## src/rtl/poly_fios_pkg.sv

```systemverilog
// Shared types and constants for the POLY_FIOS job sequencer.
package poly_fios_pkg;

    typedef enum logic [1:0] {
        ST_IDLE  = 2'd0,
        ST_START = 2'd1,
        ST_RUN   = 2'd2,
        ST_RESP  = 2'd3
    } ctrl_state_t;

    localparam logic [1:0] WR_SEL_B   = 2'd0;
    localparam logic [1:0] WR_SEL_M   = 2'd1;
    localparam logic [1:0] WR_SEL_MP0 = 2'd2;

    // Bits needed to index n items; never narrower than one bit.
    function automatic int width_of(input int n);
        return (n > 1) ? $clog2(n) : 1;
    endfunction

endpackage

```

## src/rtl/slice_buffer.sv

```systemverilog
// Word-slice register file: synchronous write, asynchronous read, no reset.
module slice_buffer #(
    parameter int DEPTH = 4,
    parameter int WIDTH = 85,
    parameter int AW    = 2
) (
    input  logic             clk,
    input  logic             wr_en,
    input  logic [AW-1:0]    wr_addr,
    input  logic [WIDTH-1:0] wr_data,
    input  logic [AW-1:0]    rd_addr,
    output logic [WIDTH-1:0] rd_data
);

    logic [WIDTH-1:0] mem_r [DEPTH];

    // Slice storage write port
    always_ff @(posedge clk) begin
        if (wr_en) begin
            mem_r[wr_addr] <= wr_data;
        end
    end

    assign rd_data = mem_r[rd_addr];

endmodule

```

## src/rtl/poly_fios_ctrl.sv

```systemverilog
// Job-level sequencer for one POLY_FIOS array: operand buffers, start/shift/done
// handling, cycle counting with timeout, and a valid/ready response.
module poly_fios_ctrl
    import poly_fios_pkg::*;
#(
    parameter int WORD_WIDTH = 17,
    parameter int N          = 5,
    parameter int S          = 4,
    parameter int TIMEOUT    = 1024,
    localparam int PTR_W     = width_of(S),
    localparam int CNT_W     = width_of(TIMEOUT + 1),
    localparam int DW        = N * WORD_WIDTH
) (
    input  logic             clock_i,
    input  logic             reset_i,
    input  logic             wr_en_i,
    input  logic [1:0]       wr_sel_i,
    input  logic [PTR_W-1:0] wr_addr_i,
    input  logic [DW-1:0]    wr_data_i,
    input  logic             req_valid_i,
    output logic             req_ready_o,
    output logic             resp_valid_o,
    input  logic             resp_ready_i,
    output logic             resp_err_o,
    output logic [CNT_W-1:0] resp_cycles_o,
    output logic             wr_drop_o,
    output logic             start_o,
    output logic [DW-1:0]    B_din_o,
    output logic [DW-1:0]    M_din_o,
    output logic [DW-1:0]    M_prime_0_din_o,
    input  logic             mem_B_reg_shift_i,
    input  logic             mem_M_reg_shift_i,
    input  logic             done_i,
    output logic             shift_ovf_o
);

    localparam logic [PTR_W-1:0] PTR_LAST  = PTR_W'(S - 1);
    localparam logic [CNT_W-1:0] CNT_LIMIT = CNT_W'(TIMEOUT);

    ctrl_state_t      state_r;
    logic [PTR_W-1:0] b_ptr_r, m_ptr_r;
    logic [CNT_W-1:0] cnt_r;
    logic [CNT_W-1:0] cnt_inc_s;
    logic [DW-1:0]    mp0_r;
    logic             req_ready_r, resp_valid_r, resp_err_r, start_r;
    logic             wr_drop_r, shift_ovf_r;
    logic             b_we_s, m_we_s, mp0_we_s, drop_s;

    assign cnt_inc_s = cnt_r + CNT_W'(1);

    // Route operand writes to their target in IDLE; flag them anywhere else
    always_comb begin
        b_we_s   = 1'b0;
        m_we_s   = 1'b0;
        mp0_we_s = 1'b0;
        drop_s   = 1'b0;
        if (wr_en_i) begin
            if (state_r == ST_IDLE) begin
                case (wr_sel_i)
                    WR_SEL_B:   b_we_s   = 1'b1;
                    WR_SEL_M:   m_we_s   = 1'b1;
                    WR_SEL_MP0: mp0_we_s = 1'b1;
                    default:    b_we_s   = 1'b0;
                endcase
            end else begin
                drop_s = (wr_sel_i != 2'd3);
            end
        end else begin
            drop_s = 1'b0;
        end
    end

    // Job FSM with pointers, cycle counter and all registered outputs
    always_ff @(posedge clock_i) begin
        if (!reset_i) begin
            state_r      <= ST_IDLE;
            b_ptr_r      <= '0;
            m_ptr_r      <= '0;
            cnt_r        <= '0;
            mp0_r        <= '0;
            req_ready_r  <= 1'b0;
            resp_valid_r <= 1'b0;
            resp_err_r   <= 1'b0;
            start_r      <= 1'b0;
            wr_drop_r    <= 1'b0;
            shift_ovf_r  <= 1'b0;
        end else begin
            case (state_r)
                ST_IDLE: begin
                    if (req_valid_i && req_ready_r) begin
                        state_r     <= ST_START;
                        req_ready_r <= 1'b0;
                        start_r     <= 1'b1;
                        b_ptr_r     <= '0;
                        m_ptr_r     <= '0;
                        cnt_r       <= '0;
                        resp_err_r  <= 1'b0;
                        wr_drop_r   <= 1'b0;
                        shift_ovf_r <= 1'b0;
                    end else begin
                        req_ready_r <= 1'b1;
                    end
                end
                ST_START: begin
                    start_r <= 1'b0;
                    state_r <= ST_RUN;
                end
                ST_RUN: begin
                    cnt_r <= cnt_inc_s;
                    if (mem_B_reg_shift_i) begin
                        if (b_ptr_r == PTR_LAST) shift_ovf_r <= 1'b1;
                        else                     b_ptr_r     <= b_ptr_r + PTR_W'(1);
                    end
                    if (mem_M_reg_shift_i) begin
                        if (m_ptr_r == PTR_LAST) shift_ovf_r <= 1'b1;
                        else                     m_ptr_r     <= m_ptr_r + PTR_W'(1);
                    end
                    // done has priority over a coincident timeout
                    if (done_i) begin
                        state_r      <= ST_RESP;
                        resp_valid_r <= 1'b1;
                        resp_err_r   <= 1'b0;
                    end else if (cnt_inc_s == CNT_LIMIT) begin
                        state_r      <= ST_RESP;
                        resp_valid_r <= 1'b1;
                        resp_err_r   <= 1'b1;
                    end
                end
                ST_RESP: begin
                    if (resp_ready_i) begin
                        state_r      <= ST_IDLE;
                        resp_valid_r <= 1'b0;
                        req_ready_r  <= 1'b1;
                    end
                end
                default: begin
                    state_r      <= ST_IDLE;
                    req_ready_r  <= 1'b0;
                    resp_valid_r <= 1'b0;
                    start_r      <= 1'b0;
                end
            endcase
            if (drop_s)   wr_drop_r <= 1'b1;
            if (mp0_we_s) mp0_r     <= wr_data_i;
        end
    end

    slice_buffer #(.DEPTH(S), .WIDTH(DW), .AW(PTR_W)) u_b_buf (
        .clk     (clock_i),
        .wr_en   (b_we_s),
        .wr_addr (wr_addr_i),
        .wr_data (wr_data_i),
        .rd_addr (b_ptr_r),
        .rd_data (B_din_o)
    );

    slice_buffer #(.DEPTH(S), .WIDTH(DW), .AW(PTR_W)) u_m_buf (
        .clk     (clock_i),
        .wr_en   (m_we_s),
        .wr_addr (wr_addr_i),
        .wr_data (wr_data_i),
        .rd_addr (m_ptr_r),
        .rd_data (M_din_o)
    );

    assign req_ready_o     = req_ready_r;
    assign resp_valid_o    = resp_valid_r;
    assign resp_err_o      = resp_err_r;
    assign resp_cycles_o   = cnt_r;
    assign wr_drop_o       = wr_drop_r;
    assign start_o         = start_r;
    assign M_prime_0_din_o = mp0_r;
    assign shift_ovf_o     = shift_ovf_r;

endmodule

```

## config.mk

```make
export PLATFORM = sky130hd
export DESIGN_NAME = poly_fios_ctrl
export DESIGN_NICKNAME = d
export VERILOG_FILES = /design/src/rtl/poly_fios_pkg.sv /design/src/rtl/slice_buffer.sv /design/src/rtl/poly_fios_ctrl.sv
export SDC_FILE = /design/constraint.sdc
export NUM_CORES = 1
export LEC_CHECK = 0
export CAP_MARGIN = 20
export CORE_UTILIZATION = 31
export DETAILED_ROUTE_END_ITERATION = 12
export HOLD_SLACK_MARGIN = 0.03
export PLACE_DENSITY = 0.48
export SETUP_SLACK_MARGIN = 0.05
export SLEW_MARGIN = 0
export SYNTH_ARGS = -nofsm -noshare
export SYNTH_HDL_FRONTEND = slang
export SYNTH_SLANG_ARGS = --single-unit
```

## constraint.sdc

```tcl
create_clock -name clock_i -period 18.3 [get_ports clock_i]
set_input_delay 5.49 -clock clock_i [delete_from_list [all_inputs] [get_ports clock_i]]
set_output_delay 5.49 -clock clock_i [all_outputs]
set_load 0.01 [all_outputs]
```

# Word-level counts from Yosys, hierarchy flattened
# Memories as Yosys holds them, arrays and structs flattened. A register that Yosys moved wholly into a read port is not among the register bits.
# Index checks and enable logic that the tools add are counted.
[totals]
regBits = 108
ram_bits = 680
in_bits = 97
output_inout_bits = 272
elab_cells = 102
mem_count = 2
[memory_table]
columns = ["name", "depth", "word_bits", "rd", "rd_ports_with_merged_regs", "wr", "line_no", "source"]
rows = [
  ["u_b_buf.mem_r", 4, 85, 1, 1, 1, "slice_buffer.sv:15", "logic [WIDTH-1:0] mem_r [DEPTH];"],
  ["u_m_buf.mem_r", 4, 85, 1, 1, 1, "slice_buffer.sv:15", ""],
]
[classes]
add_sub_neg = 3
n_eq_ne = 16
mux = 52
n_reduce_logical = 18
[op_table]
columns = ["operator", "count"]
rows = [
  ["1-bit two-way mux", 29],
  ["2-bit two-way mux", 13],
  ["11-bit case mux with 2 select lines", 1],
  ["2-bit != test (second input constant)", 6],
  ["2-bit nonzero test", 6],
  ["11-bit by 1-bit adder with 11-bit output (second input constant)", 1],
  ["11-bit == test (second input constant)", 1],
  ["11-bit two-way mux", 1],
  ["2-bit == test (second input constant)", 5],
  ["1-bit case mux with 2 select lines", 5],
  ["3-bit AND reduction", 3],
  ["2-bit case mux with 2 select lines", 2],
  ["2-bit case mux with 4 select lines", 1],
  ["2-bit AND reduction", 4],
  ["4-bit AND reduction", 2],
  ["2-bit by 1-bit adder with 2-bit output (second input constant)", 2],
  ["2-bit by 1-bit == test with 1-bit output (second input constant)", 2],
  ["2-bit logical NOT", 2],
  ["3-bit != test (second input constant)", 1],
  ["2-bit by 1-bit != test with 1-bit output (second input constant)", 1],
  ["1-bit logical AND", 1],
]

# Logic depth before layout (Yosys ltp)
[depth]
word_depth = 6
ltp_mapped = 11
depth_no_buf = 8

# By module
# Synthesis repeated with hierarchy kept, for this count alone.
[hier_totals]
cells_unflattened = 1423
area_unflattened_um2 = 29125.4
[by_module_without_submodules]
columns = ["mod", "n_inst", "cells_per_inst", "area_each_um2", "seq_area_each_um2"]
rows = [
  ["slice_buffer", 2, 448, 12350.6, 10209.8],
  ["poly_fios_ctrl", 1, 527, 4424.2, 2162.1],
]

# Worst setup path after synthesis
# Ideal clock, no wire load.
[synth_timing]
kind = "input to register"
from = "input wr_en_i"
to = "memory u_b_buf.mem_r[0][0] (enable)"
setup_time_ns = 0.634
arrival_ns = 11.685
path_slack_ns = 5.981
path_stages = 3
path_buffers = 0
path_cell_list = "nand2_1 > or3_1 > nor3_1"
[synth_via]
elab_chain_len = 3
[synth_rtl]
columns = ["item", "line_no", "source"]
rows = [
  ["start, declared", "poly_fios_ctrl.sv:16", "input logic wr_en_i,"],
  ["1-bit two-way mux", "poly_fios_ctrl.sv:57", "if (wr_en_i) begin"],
  ["1-bit two-way mux", "slice_buffer.sv:19", "if (wr_en) begin"],
  ["1-bit two-way mux (implied by the code)", "slice_buffer.sv:20", "mem_r[wr_addr] <= wr_data;"],
  ["end, declared", "slice_buffer.sv:15", ""],
]
# No other way between the ends.

==> summary.txt <==
routed wl met2 - 36.2 mm
Syn Area/Cell - 20.1 sq um
WHS Path Cells - 2
PnR worst setup slack - 9.47 ns
final hold vios - 0
CP Data Arrival Time - 3.34 ns
Tmin final - 8.83 ns
Design Power - 4.20 mW
Clock Skew - 0.0196 ns
Max-Slew Margin vs Limit - 36.0%
hold_sp - M_prime_0_din_o[35]
Synth Flop Type - edfxtp_1
final setup TNS - 0 ns
post-synthesis simple-gate area fraction - 3.86%
status - finished clean
share of cells above drive strength 1 - 18.1%
Area contributors post-synth - edfxtp_1, mux4_2, dfxtp_1
Final GP Congestion - 0.742
CP Launch Type - register
Port-buffer cells - 368
Starting Density - 31.5%
Reg clk slew, reported paths - 0.06 ns
RSZ-0062 raised after global routing - no
Root Buffer - clkbuf_16
Max Freq - 113 MHz
vias per cell - 4.63
Slew Viols, Final - 0
die area - 94800 sq um
multi-input logic area - 6080 sq um
core area - 92200 sq um
post-synth top area share - 70.4%
Clock Path Buffers - 3
Setup-failing EPs final - 0
Synth cell types - 43
hold_buf cts - 0
Inserted Clock Buffers - 88
Max VDD drop - 0.0000630 V
CTS tree - yes
flop2flop setup slack - 14.98 ns
synthesized flop and latch total - 792
crit path max fanout - 33
worst skew pair latency - 0.63 ns
Post-Synth Adder-Cell Area - 0.302%
DRC viols - 0
number of iterations in the first detailed-routing pass - 5
total global-route track usage - 15.2%
H-tree depth - 3
worst-margin pin slew - 0.960 ns
drt initial violations - 927
slowest CP cell - dfxtp_4
vias in the first global route - 15500
largest net degree at the start of global routing - 66
# fillers - 8305
Max-cap violations - 0
worst reg2reg path startpoint - state_r[0]
Final ANT Viol Nets - 0
DR WL met3 - 3.69 mm
sequential-to-total area share from yosys stat - 78.1%
Post-Place Setup Slack - 9.68 ns
Final HPWL DP - 44.1 mm
Post-synth EDFFs - 680
count leader, synth - edfxtp_1
NumNets Final - 1956
DIE WIDTH - 308 microns
syn_nets - 1545
Synth Area in Compound Gates - 3.24%
Req. time, crit path - 12.81 ns
Setup Fix Bufs, Post-CTS - 0
final non-filler cell area - 37200 sq um
mapped cell area - 29000 sq um
Met1 Routed Length - 31.0 mm
R2R cell count - 7
Crit Path Class - reg2out
Die H - 308 microns
post-synthesis cell count - 1441
Yosys top cell by area - edfxtp_1
global route overflow - 0
area post-placement - 34200 sq um
clock sinks - 792
cts repair resizes - 0
ys async rst share - 0%
DR vias - 14700
Endpoint, Worst Hold - M_prime_0_din_o[35]
FF-to-FF End - u_b_buf.mem_r[0][50]
Reg area - 22700 sq um
Area Growth Syn to Fin - 28.2%
Leakage - 11.5 nW
Detailed Route WL - 72.4 mm
DR top layer - met4
antenna violations before repair - 2
Slowest Stage Delay on Critical Path - 0.79 ns
crit-path cells - buf_4 -> mux4_2 -> clkdlybuf4s50_1
WL/cell - 22.8 microns
synth cell count leaders - edfxtp_1, nand2_1, mux4_2
Pwr Density - 113 nW/um^2
first-pass GRT wire length - 105 mm
# rows - 111
HP Class - reg2reg
Worst Setup End Kind - output pin
XOR/XNOR Fraction of Synth Area - 0.121%
synth warn - 0
largest family of logic cells by synthesized area - multiplexers
# IOs - 369
mux contribution to synthesized area - 13.2%
Tcrit/Tclk final - 48.2%
==> placed cells by master, fill, tap and decap left out, drive strengths merged, types with 2 or more instances in the layout <==
master,Yosys,final
and3,3,3
edfxtp,680,680
bufinv,0,9
nor3b,5,5
o211a,4,4
inv,5,7
o21ai,13,13
and2,2,2
clkinv,0,35
nor4b,2,2
xnor2,4,4
clkbuf,37,117
a21boi,87,87
dfxtp,112,112
nand3,10,10
nor3,8,8
a21oi,14,14
clkdlybuf4s50,0,367
a22oi,2,2
nor4,2,2
buf,37,28
nor2b,12,12
nand2b,5,5
nor2,15,15
nand2,189,189
mux4,170,170
ha,7,7
or3,2,2
==> worst max path at each step <==
stage,cells past startpoint,slack (ns),endpoint
3_5_place_dp,6,9.68,u_b_buf.mem_r[0][41]
2_1_floorplan,3,5.98,u_b_buf.mem_r[0][0]
3_3_place_gp,6,9.72,u_b_buf.mem_r[0][41]
6_report,3,9.47,M_din_o[55]
4_1_cts,3,9.29,M_din_o[54]
5_1_grt,3,9.18,M_din_o[54]
==> critical path: cells and delay by family (launching register included) <==
kind / cells / cell delay [ns]
buf+inv: 2 / 1.26
flops: 1 / 0.79
mux: 1 / 0.59
==> registers in the layout, indices dropped and copies added (netlist names), named ones only <==
signal / flops
u_b_buf.mem_r: 340
resp_valid_o: 1
req_ready_o: 1
shift_ovf_o: 1
wr_drop_o: 1
resp_err_o: 1
M_prime_0_din_o: 85
state_r: 2
m_ptr_r: 2
start_o: 1
resp_cycles_o: 11
u_m_buf.mem_r: 340
b_ptr_r: 2
==> kinds of logic (layout without fill, tap and decap cells) <==
family / count (synthesis) / after routing
buf+inv: 79 / 564
compound gates: 131 / 131
fa+ha+maj: 7 / 7
xor+xnor: 4 / 4
other cells: 0 / 1
mux: 171 / 171
simple gates: 257 / 257
flops: 792 / 792
==> metal layers <==
layer,track usage (%),up-vias
met2,25.6,342
li1,-,6575
met4,4.59,0
met5,0,-
met1,19.6,7657
met3,3.12,96
==> power by group <==
| group | switching [mW] | internal, mW |
|---|---|---|
| logic | 0.204 | 0.182 |
| clock network | 0.710 | 1.07 |
| registers | 0.0259 | 2.01 |
| total | 0.940 | 3.26 |
==> area by class of cell <==
cell class	count	area share [%]
flip-flops and latches	792	61.0
clock buffers	117	6.57
diodes	1	0.00673
well taps	1243	4.18
inverters	5	0.0505
clock inverters	47	1.36
repair buffers	395	10.5
multi-input cells	570	16.4
==> per-stage QoR <==
stage               hold slack (ns)  cells  util [%]
floorplan                     0.468   1441         -
global placement              0.442   3004      37.1
detailed placement            0.452   3005      37.1
CTS                           0.460   3169      40.3
global route                  0.483   3169      40.3
finish                        0.455   3170      40.3
No activity file was read; power rests on OpenSTA's default activity.
